===== config.mk =====
export PLATFORM = sky130hd
export DESIGN_NAME = axi_wr_stream
export DESIGN_NICKNAME = d
export VERILOG_FILES = /design/src/rtl/axi_wr_stream.sv
export SDC_FILE = /design/constraint.sdc
export NUM_CORES = 1
export LEC_CHECK = 0
export ABC_AREA = 1
export ABC_CLOCK_PERIOD_IN_PS = 7670
export CAP_MARGIN = 20
export CORE_ASPECT_RATIO = 0.5
export CORE_UTILIZATION = 45
export CTS_CLUSTER_SIZE = 10
export DETAILED_ROUTE_END_ITERATION = 16
export HOLD_SLACK_MARGIN = 0.08
export MAX_ROUTING_LAYER = met4
export PLACE_DENSITY = 0.79
export SYNTH_ARGS = -nofsm -noshare
export SYNTH_HDL_FRONTEND = slang
export SYNTH_SLANG_ARGS = --single-unit
export TNS_END_PERCENT = 50

===== constraint.sdc =====
create_clock -name clock -period 7.67 [get_ports clock]
set_clock_uncertainty 0.15 [all_clocks]
set_input_delay 1.534 -clock clock [delete_from_list [all_inputs] [get_ports clock]]
set_output_delay 1.534 -clock clock [all_outputs]
set_load 0.1 [all_outputs]

===== src/rtl/axi_wr_stream.sv =====
// AXI-3 stream-to-memory writer: splits a beat stream into INCR bursts (<= MAX_BURST_LEN, never crossing 4 KB).
// AW rises two cycles after start is taken; W is a combinational pass-through of the stream, stalls hold in place.
module axi_wr_stream #(
  parameter int AXI_WR_ID_WIDTH      = 8,
  parameter int AXI_WR_ADDR_WIDTH    = 32,
  parameter int AXI_WR_BUS_WIDTH     = 64,
  parameter int AXI_WR_MAX_BURST_LEN = 16,
  parameter int AXI_WR_COUNT_WIDTH   = 16
) (
  input  logic                           clock,
  input  logic                           reset_n,
  input  logic                           start,
  input  logic [AXI_WR_ID_WIDTH-1:0]     id,
  input  logic [AXI_WR_ADDR_WIDTH-1:0]   addr,
  input  logic [AXI_WR_COUNT_WIDTH-1:0]  beats,
  input  logic [AXI_WR_BUS_WIDTH-1:0]    s_data,
  input  logic                           s_valid,
  output logic                           s_ready,
  output logic [1:0]                     status,
  output logic [AXI_WR_ID_WIDTH-1:0]     aw_id,
  output logic [AXI_WR_ADDR_WIDTH-1:0]   aw_addr,
  output logic [3:0]                     aw_len,
  output logic [2:0]                     aw_size,
  output logic [1:0]                     aw_burst,
  output logic [2:0]                     aw_prot,
  output logic                           aw_valid,
  input  logic                           aw_ready,
  output logic [AXI_WR_ID_WIDTH-1:0]     w_id,
  output logic [AXI_WR_BUS_WIDTH-1:0]    w_data,
  output logic [AXI_WR_BUS_WIDTH/8-1:0]  w_strb,
  output logic                           w_last,
  output logic                           w_valid,
  input  logic                           w_ready,
  input  logic [AXI_WR_ID_WIDTH-1:0]     b_id,
  input  logic [1:0]                     b_resp,
  input  logic                           b_valid,
  output logic                           b_ready
);

  localparam int BYTES  = AXI_WR_BUS_WIDTH / 8;
  localparam int BSHIFT = $clog2(BYTES);
  localparam int AW     = AXI_WR_ADDR_WIDTH;
  localparam int CW     = AXI_WR_COUNT_WIDTH;
  localparam logic [AW-1:0] ALIGN_MASK = ~AW'(BYTES - 1);

  typedef enum logic [2:0] {IDLE, CALC, ADDR, DATA, RESP, DONE} state_t;

  state_t                     state;
  logic [AXI_WR_ID_WIDTH-1:0] id_q;
  logic [AW-1:0]              cur_addr;
  logic [CW-1:0]              remaining;
  logic [CW-1:0]              remaining_next;
  logic [3:0]                 beat_cnt;
  logic [31:0]                page_room;
  logic [31:0]                burst_len;
  logic                       unused_b_id;

  assign unused_b_id = ^b_id;

  // Beats left before the next 4 KB page; cur_addr is always bus aligned so this divides exactly.
  always_comb begin
    page_room = 32'((13'd4096 - {1'b0, cur_addr[11:0]}) >> BSHIFT);
    burst_len = 32'(AXI_WR_MAX_BURST_LEN);
    if (page_room < burst_len) burst_len = page_room;
    if (32'(remaining) < burst_len) burst_len = 32'(remaining);
  end

  assign remaining_next = remaining - (CW'(aw_len) + CW'(1));

  assign aw_id    = id_q;
  assign w_id     = id_q;
  assign aw_size  = 3'(BSHIFT);
  assign aw_burst = 2'b01;
  assign aw_prot  = 3'b000;
  assign w_strb   = '1;
  assign w_valid  = (state == DATA) && s_valid;
  assign s_ready  = (state == DATA) && w_ready;
  assign w_last   = (state == DATA) && (beat_cnt == aw_len);
  assign w_data   = (state == DATA) ? s_data : '0;

  always_ff @(posedge clock or negedge reset_n) begin
    if (!reset_n) begin
      state     <= IDLE;
      status    <= 2'd0;
      aw_valid  <= 1'b0;
      b_ready   <= 1'b0;
      aw_addr   <= '0;
      aw_len    <= '0;
      id_q      <= '0;
      cur_addr  <= '0;
      remaining <= '0;
      beat_cnt  <= '0;
    end else begin
      case (state)
        IDLE: begin
          if (start && status == 2'd0) begin
            id_q      <= id;
            cur_addr  <= addr & ALIGN_MASK;
            remaining <= beats;
            status    <= 2'd1;
            state     <= (beats == '0) ? DONE : CALC;
          end
        end
        CALC: begin
          aw_addr  <= cur_addr;
          aw_len   <= 4'(burst_len - 32'd1);
          aw_valid <= 1'b1;
          state    <= ADDR;
        end
        ADDR: begin
          if (aw_valid && aw_ready) begin
            aw_valid <= 1'b0;
            beat_cnt <= '0;
            state    <= DATA;
          end
        end
        DATA: begin
          if (w_valid && w_ready) begin
            beat_cnt <= beat_cnt + 4'd1;
            if (w_last) begin
              b_ready <= 1'b1;
              state   <= RESP;
            end
          end
        end
        RESP: begin
          if (b_valid && b_ready) begin
            b_ready <= 1'b0;
            if (b_resp[1]) begin
              status <= 2'd3;
              state  <= DONE;
            end else begin
              cur_addr  <= cur_addr + ((AW'(aw_len) + AW'(1)) << BSHIFT);
              remaining <= remaining_next;
              if (remaining_next == '0) begin
                status <= 2'd2;
                state  <= DONE;
              end else begin
                state <= CALC;
              end
            end
          end
        end
        DONE: begin
          // A zero-beat transfer shows busy for one cycle before reporting completion.
          if (status == 2'd1) begin
            status <= 2'd2;
          end else if (!start) begin
            status <= 2'd0;
            state  <= IDLE;
          end
        end
        default: state <= IDLE;
      endcase
    end
  end

endmodule


==> results.txt, run 1 <==
The endpoint required time on the critical path came out at 5990 ps. The overall routed net length is 22.0 mm. The count of instances resized after the clock tree is built came out at 0. CTS placed an instance of sky130_fd_sc_hd__clkbuf_16 at the clock tree root.

The largest single stage delay on the critical path is 1190 ps. After synthesis the cells add up to 0.00691 mm². The ratio of cells with drive above 1 in the final layout is 7.55%. The cell that appears most often on the critical path is sky130_fd_sc_hd__clkdlybuf4s50_1. Global routing finished with a remaining overflow of 0. The nature of the critical path endpoint is an output pin. The type of the worst min-delay path is flop to flop. The remaining number of nets flagged by the antenna check after routing came out at 0. The clock-pin slew on the worst setup and hold paths came out at 70 ps. For this configuration, the core starts out at a cell density of 46.9%. Setup repair after global routing left no endpoint under its margin. The signal on the critical path passes through clkdlybuf4s50_1 > inv_1 > nor2_1 > clkdlybuf4s50_1.

The synthesized netlist cell count came out at 966. The core box area came out at 0.0147 mm². The run finished with clean final reports. The count of inserted antenna diode cells is 0. The final weighted congestion in routability-driven placement is 0.964.

The smallest clock period supported by the final layout is computed as 5130 ps. The count of boundary I/O pins is 276. The max capacitance violation total is 0. The data arrival at the endpoint of the critical path came out at 3440 ps.

Summed over all instances, the cell type with the most area after synthesis is sky130_fd_sc_hd__dfrtp_1. The fraction of the yosys area taken by sequential cells came out at 35.1%. Of all flip-flops after synthesis, the portion carrying an async set or reset was 100%.

Setup total negative slack on the finished layout was measured at 0 ps. The startpoint type of the worst setup path is an input pin. The largest net degree at the start of global routing is 70. The dominant delay contributor by cell family on the critical path is buffers and inverters. The share of the synthesized area in the top cell type is 35.1%. Global routing consumed, over all layers together, 28.1% of the routing resources. The clock latency reported for the late side of the worst-skew pair came out at 350 ps. The number of buffers and inverters on the critical path is 3.

In the final design database the tool counted 1348 nets. After synthesis, the cell types taking the most area are sky130_fd_sc_hd__dfrtp_1 (35%), sky130_fd_sc_hd__inv_1 (8.1%), sky130_fd_sc_hd__nand2_1 (8.1%), sky130_fd_sc_hd__nor2_1 (7.6%), sky130_fd_sc_hd__o21ai_0 (5.0%). The number of clock sinks is 97. The number of global-route vias before repair is 6481.

The area added between synthesis and finish is 40.3%. In this run the deepest clock path goes through 2 buffers. In the routed layout, each cell is associated on average with a via count of 5.10. The floorplan step set the die width to 177 µm. The length of the first detailed-routing pass in iterations came out at 5. Yosys mapped a number of flops with a built-in enable equal to 0. Counting distinct cell types in the post-synthesis netlist gives 45. Buffers added to address setup during post-CTS repair amount to 0. Based on the critical path, the design can be clocked at up to 195 MHz. The count of hold buffers inserted by post-cts repair came out at 0.

TritonCTS built the clock tree. The global-route wire length before repair is 33.5 mm. The number of H-tree levels is 3. In the routed design, unresolved DRC markers number 0.

Sorting the synthesized cells by how often they occur yields sky130_fd_sc_hd__inv_1 (150), sky130_fd_sc_hd__nand2_1 (149), sky130_fd_sc_hd__nor2_1 (140), sky130_fd_sc_hd__dfrtp_1 (97), sky130_fd_sc_hd__o21ai_0 (69). For this design, the slowest cell found on the critical path is sky130_fd_sc_hd__clkdlybuf4s50_1. The count of final setup violators came out at 0. The hold violation total from the final report is 0.

The max-slew violation total from the final report was 0. The most frequent cell after synthesis is sky130_fd_sc_hd__inv_1. The critical path is of the input pin to output pin type.

The half-perimeter wire length after detailed placement came out at 17.3 mm. The number of buffers added on ports is 244. The DRC violation total after the first TritonRoute iteration came out at 473. The initial antenna violation count is 1. The flip-flop and latch count after synthesis came out at 97. The die outline area is 0.0159 mm². The ratio of final minimum period to clock period came out at 66.8%. The total via count in the routed design came out at 7090.

For this run, the leading register cell type out of synthesis is sky130_fd_sc_hd__dfrtp_1. The total CTS buffers came out at 9. The Yosys step of the flow raised 0 warnings. For the pin with the worst max-slew slack, the measured transition is 1150 ps. The headroom to the max-slew limit came out at 22.9%. The worst hold slack came out at 337 ps. The mean area per synthesized cell came out at 7.15 µm². In this run the worst path has a maximum fanout of 1. The wire length per cell is 15.9 µm.

After floorplanning, the core was divided into 31 placement rows. The die is 89.6 µm tall.
==> cell families after synthesis <==
group | synth area share [%]
DFF | 35.1
AOI/OAI and AO/OA | 14.0
other | 0.109
muxes | 1.30
adders and majority gates | 4.56
and+or+nand+nor | 27.5
buffers and inverters | 13.7
xor gates and xnor gates | 3.68
==> routing by layer <==
metal / vias to the layer above / global-route usage, % / wire length (µm)
met2: 242 / 43.9 / 10000
met5: - / - / 0
li1: 3498 / - / -
met4: 0 / 5.41 / 197
met1: 3329 / 38.7 / 10400
met3: 21 / 4.46 / 1470
==> stage by stage <==
stage	setup WS [ps]	cells	cell area, µm²	utilization (%)
2_1_floorplan	3140	987	6990	-
3_3_place_gp	2510	1373	9380	63.7
3_5_place_dp	2530	1373	9380	63.7
4_1_cts	2530	1389	9680	65.7
5_1_grt	2480	1390	9700	65.8
6_report	2540	1390	9700	65.8
==> worst reg2reg max path: stages, from the launching register on <==
cell and delay, ps:
sky130_fd_sc_hd__dfrtp_1 420, sky130_fd_sc_hd__inv_1 180, sky130_fd_sc_hd__nor2_4 60, sky130_fd_sc_hd__buf_4 310, sky130_fd_sc_hd__inv_2 560, sky130_fd_sc_hd__a21oi_1 110, sky130_fd_sc_hd__inv_2 90, sky130_fd_sc_hd__o21ai_2 80
sky130_fd_sc_hd__nor2_4 790, sky130_fd_sc_hd__buf_4 470, sky130_fd_sc_hd__o21ai_0 150, sky130_fd_sc_hd__a32o_1 250, sky130_fd_sc_hd__inv_1 50
==> worst paths after layout <==
path                             startpoint      endpoint  slack (ps)  cells after the start
min in group asynchronous           reset_n   aw_addr[17]        1010                      1
max in group asynchronous           reset_n      state[2]        5210                      2
worst max-delay path             s_data[59]    w_data[59]        2540                      4
worst min register to register  aw_addr[19]   aw_addr[19]         340                      2
worst max register to register     state[2]  cur_addr[10]        3960                     12
worst min-delay path            aw_addr[19]   aw_addr[19]         340                      2
==> cells in the final DEF (no fill, tap or decap), types with 7 or more instances in the layout <==
| cell type | Yosys | layout |
|---|---|---|
| sky130_fd_sc_hd__a21oi_1 | 17 | 17 |
| sky130_fd_sc_hd__clkbuf_16 | 0 | 9 |
| sky130_fd_sc_hd__clkdlybuf4s50_1 | 0 | 243 |
| sky130_fd_sc_hd__conb_1 | 2 | 23 |
| sky130_fd_sc_hd__dfrtp_1 | 97 | 97 |
| sky130_fd_sc_hd__ha_1 | 22 | 22 |
| sky130_fd_sc_hd__inv_1 | 150 | 150 |
| sky130_fd_sc_hd__inv_2 | 13 | 13 |
| sky130_fd_sc_hd__mux2_2 | 8 | 8 |
| sky130_fd_sc_hd__nand2_1 | 149 | 149 |
| sky130_fd_sc_hd__nand2_2 | 12 | 12 |
| sky130_fd_sc_hd__nand3_1 | 43 | 43 |
| sky130_fd_sc_hd__nand4_1 | 19 | 19 |
| sky130_fd_sc_hd__nor2_1 | 140 | 139 |
| sky130_fd_sc_hd__nor2_4 | 7 | 9 |
| sky130_fd_sc_hd__nor3_1 | 16 | 16 |
| sky130_fd_sc_hd__nor4_1 | 7 | 7 |
| sky130_fd_sc_hd__o211ai_1 | 17 | 17 |
| sky130_fd_sc_hd__o21ai_0 | 69 | 69 |
| sky130_fd_sc_hd__o21ai_1 | 20 | 20 |
| sky130_fd_sc_hd__o22ai_1 | 20 | 20 |
| sky130_fd_sc_hd__xor2_1 | 23 | 23 |
==> sequential cells by signal (all words and copies together) (netlist names) <==
register	count
aw_id	8
state	3
aw_valid	1
beat_cnt	4
cur_addr	29
aw_addr	29
b_ready	1
aw_len	4
status	2
remaining	16
==> cell type report <==
class | instances | area (µm²)
fillers | 1308 | 5040
multi-input cells | 667 | 3630
repair buffers | 249 | 2490
flip-flops and latches | 97 | 2430
inverters | 163 | 612
well taps | 198 | 248
clock buffers | 10 | 239
clock inverters | 6 | 55.1
Power of run 1 is not shown: default switching activity piles up to over one toggle a cycle in this logic, so the estimate is an artifact.
==> run 2, diff against run 1 <==
Settings changed: ABC_CLOCK_PERIOD_IN_PS 7670 to 4500, CORE_UTILIZATION 45 to 40, PLACE_DENSITY 0.79 to 0.74.
Clock period 7.67 ns to 4.5 ns, I/O delays scaled along.
==> run 2 against run 1 <==
Net effect: design area down 0.66%; global-route usage shrank 2.5 points; first-iteration DRC count up 6.3%; wire length up 2.7%; sequential cell count did not move; final cell count grew 2.4%; die area grew 12%; non-clock buffer count is 4 higher; worst hold slack lost 58 ps.
==> results.txt, run 2 (same netlist as run 1, synthesis figures left out) <==
The post-layout instance area came out at 0.00963 mm². Setup violations remaining at the end of the flow were counted as 0. For this run, the slowest stage of the critical path takes 430 ps.

The maximum number of buffers from clock root to sink came out at 2. The max capacitance violation total came out at 0. For this block, the initial DRC count from the detailed router was 503. The final weighted congestion in routability-driven placement is 0.923. Cells with a size suffix above 1 make up 13.5% of the layout. The first global-routing pass estimated 34.7 mm of wire. The library cell used most frequently in the layout, excluding fill and tap cells, is sky130_fd_sc_hd__clkdlybuf4s50_1. The highest clock rate is 287 MHz. The number of setup buffers added after CTS came out at 0. The hold violation total from the final report was 0. For the worst setup path, the data arrival time is 3550 ps. The core box area came out at 0.0166 mm².

The run finished with clean final reports. The number of buffers and inverters on the critical path is 3. The library cell used as clock root buffer is sky130_fd_sc_hd__clkbuf_16. The worst setup path is launched from a flop. Buffers inserted during clock tree synthesis total 9. The width of the die came out at 188 µm.

In the final layout, the registers with the most flip-flops are aw_addr x29, cur_addr x29, remaining x16. From bottom edge to top edge, the die measures 94.9 µm. Relative to the synthesized area, the layout overhead comes to 39.4%. The time the worst path needs with I/O delays and setup came out at 3480 ps. For this design, the sink count on the clock tree is 97.

The average via count per standard cell came out at 5.00. In this run the number of H-tree levels came out at 3. The global-route usage over all layers is 25.5%. Setup repair after global routing left no endpoint under its margin. The final net count came out at 1352. The worst setup path is captured at a flop. Fill cells in the final layout number 1538. Of all nets on the critical path, the largest fanout is 5. The initial antenna violation count came out at 0. Dividing the detail-routed wire length by the instance count gives 15.9 µm. The number of global-route vias before repair came out at 6500. The count of hold buffers inserted by post-cts repair came out at 0. In this design, the critical path's most frequently occurring cell is sky130_fd_sc_hd__nand2_1. The starting utilization of the core area came out at 41.5%. The slowest stage of the critical path belongs to the cell sky130_fd_sc_hd__dfrtp_1. The count of boundary I/O pins is 276. The number of buffers added on ports is 244. The die outline area came out at 0.0178 mm². TritonCTS built the clock tree. Row generation in the floorplan step produced 33 rows. The worst hold path belongs to the class input pin to asynchronous set/reset pin. The post-route DRC violation count is 0. The total via count in the routed design is 7114. The detail route stage leaves a number of antenna-violating nets equal to 0. The overall routed net length is 22.7 mm. The post-route core utilization is 57.9%.

The ratio of final minimum period to clock period is 77.4%. The half-perimeter wire length after detailed placement came out at 17.6 mm. The slew of the pin with the lowest slew margin is 1110 ps. The clock reaches the later pin of the worst-skew pair after 350 ps. The max-slew violation total from the final report was 0. The endpoint required time on the critical path came out at 4560 ps. The number of antenna diodes in the final layout is 0.

The post-placement cell area is 0.00929 mm². After clock tree synthesis, the clock-pin slew on the worst setup and hold paths is 80 ps. The top cell types in the final layout, fill and taps aside, are sky130_fd_sc_hd__clkdlybuf4s50_1 (176), sky130_fd_sc_hd__inv_1 (150), sky130_fd_sc_hd__nand2_1 (149).

In this run, post-CTS repair resized a total of 0 instances. Summed over all layers, the global routing overflow is 0. The type of the worst setup path is flop to flop.

In the final timing run, aggregate negative setup slack is 0 ps. Before antenna repair, the detailed router went through 5 iterations. Measured against its own limit, the worst slew margin works out to 25.7%. The largest net degree at the start of global routing is 75. Grouping stages by cell kind, the critical path spends the most delay in simple AND/OR/NAND/NOR gates.
-- run 2: layer usage --
layer / track usage, % / wire length [µm] / vias to the layer above
met5: - / 0 / -
met4: 2.98 / 69 / 0
met3: 3.05 / 1520 / 7
met2: 38.5 / 9850 / 253
met1: 37.4 / 11200 / 3351
li1: - / - / 3503
-- run 2: through the flow --
stage | worst slack [ps] | cells | hold WS, ps
floorplan | 822 | 987 | 322
global placement | 1120 | 1406 | 311
detailed placement | 1050 | 1406 | 316
CTS | 1040 | 1422 | 334
global route | 676 | 1423 | 290
finish | 1020 | 1423 | 279
-- run 2: area by class of cell --
type,count,area (µm²),area share (%)
multi-input cells,667,3630,37.6
flip-flops and latches,97,2430,25.2
repair buffers,253,2370,24.6
inverters,163,612,6.35
well taps,227,284,2.95
clock buffers,10,239,2.48
clock inverters,6,72.6,0.753
-- run 2: worst register-to-register path: cells and delay by family, from the launching register on --
kind	cells	cell delay [ps]
adders and majority gates	3	740
buffers and inverters	3	310
AOI/OAI and AO/OA	3	450
and+or+nand+nor	16	1280
DFF	1	430
-- run 2: path summary, 6_finish.rpt --
kind / slack, ps / depth (start not counted) / to / startpoint
setup / recovery: 1020 / 25 / aw_len[2] / cur_addr[3]
hold / removal: 280 / 1 / aw_addr[20] / reset_n
setup reg to reg: 1020 / 25 / aw_len[2] / cur_addr[3]
hold reg to reg: 330 / 2 / aw_addr[31] / aw_addr[31]
max in group asynchronous: 3080 / 3 / aw_addr[9] / reset_n
min in group clock: 330 / 2 / aw_addr[31] / aw_addr[31]
Power of run 2 is left out for the same reason.
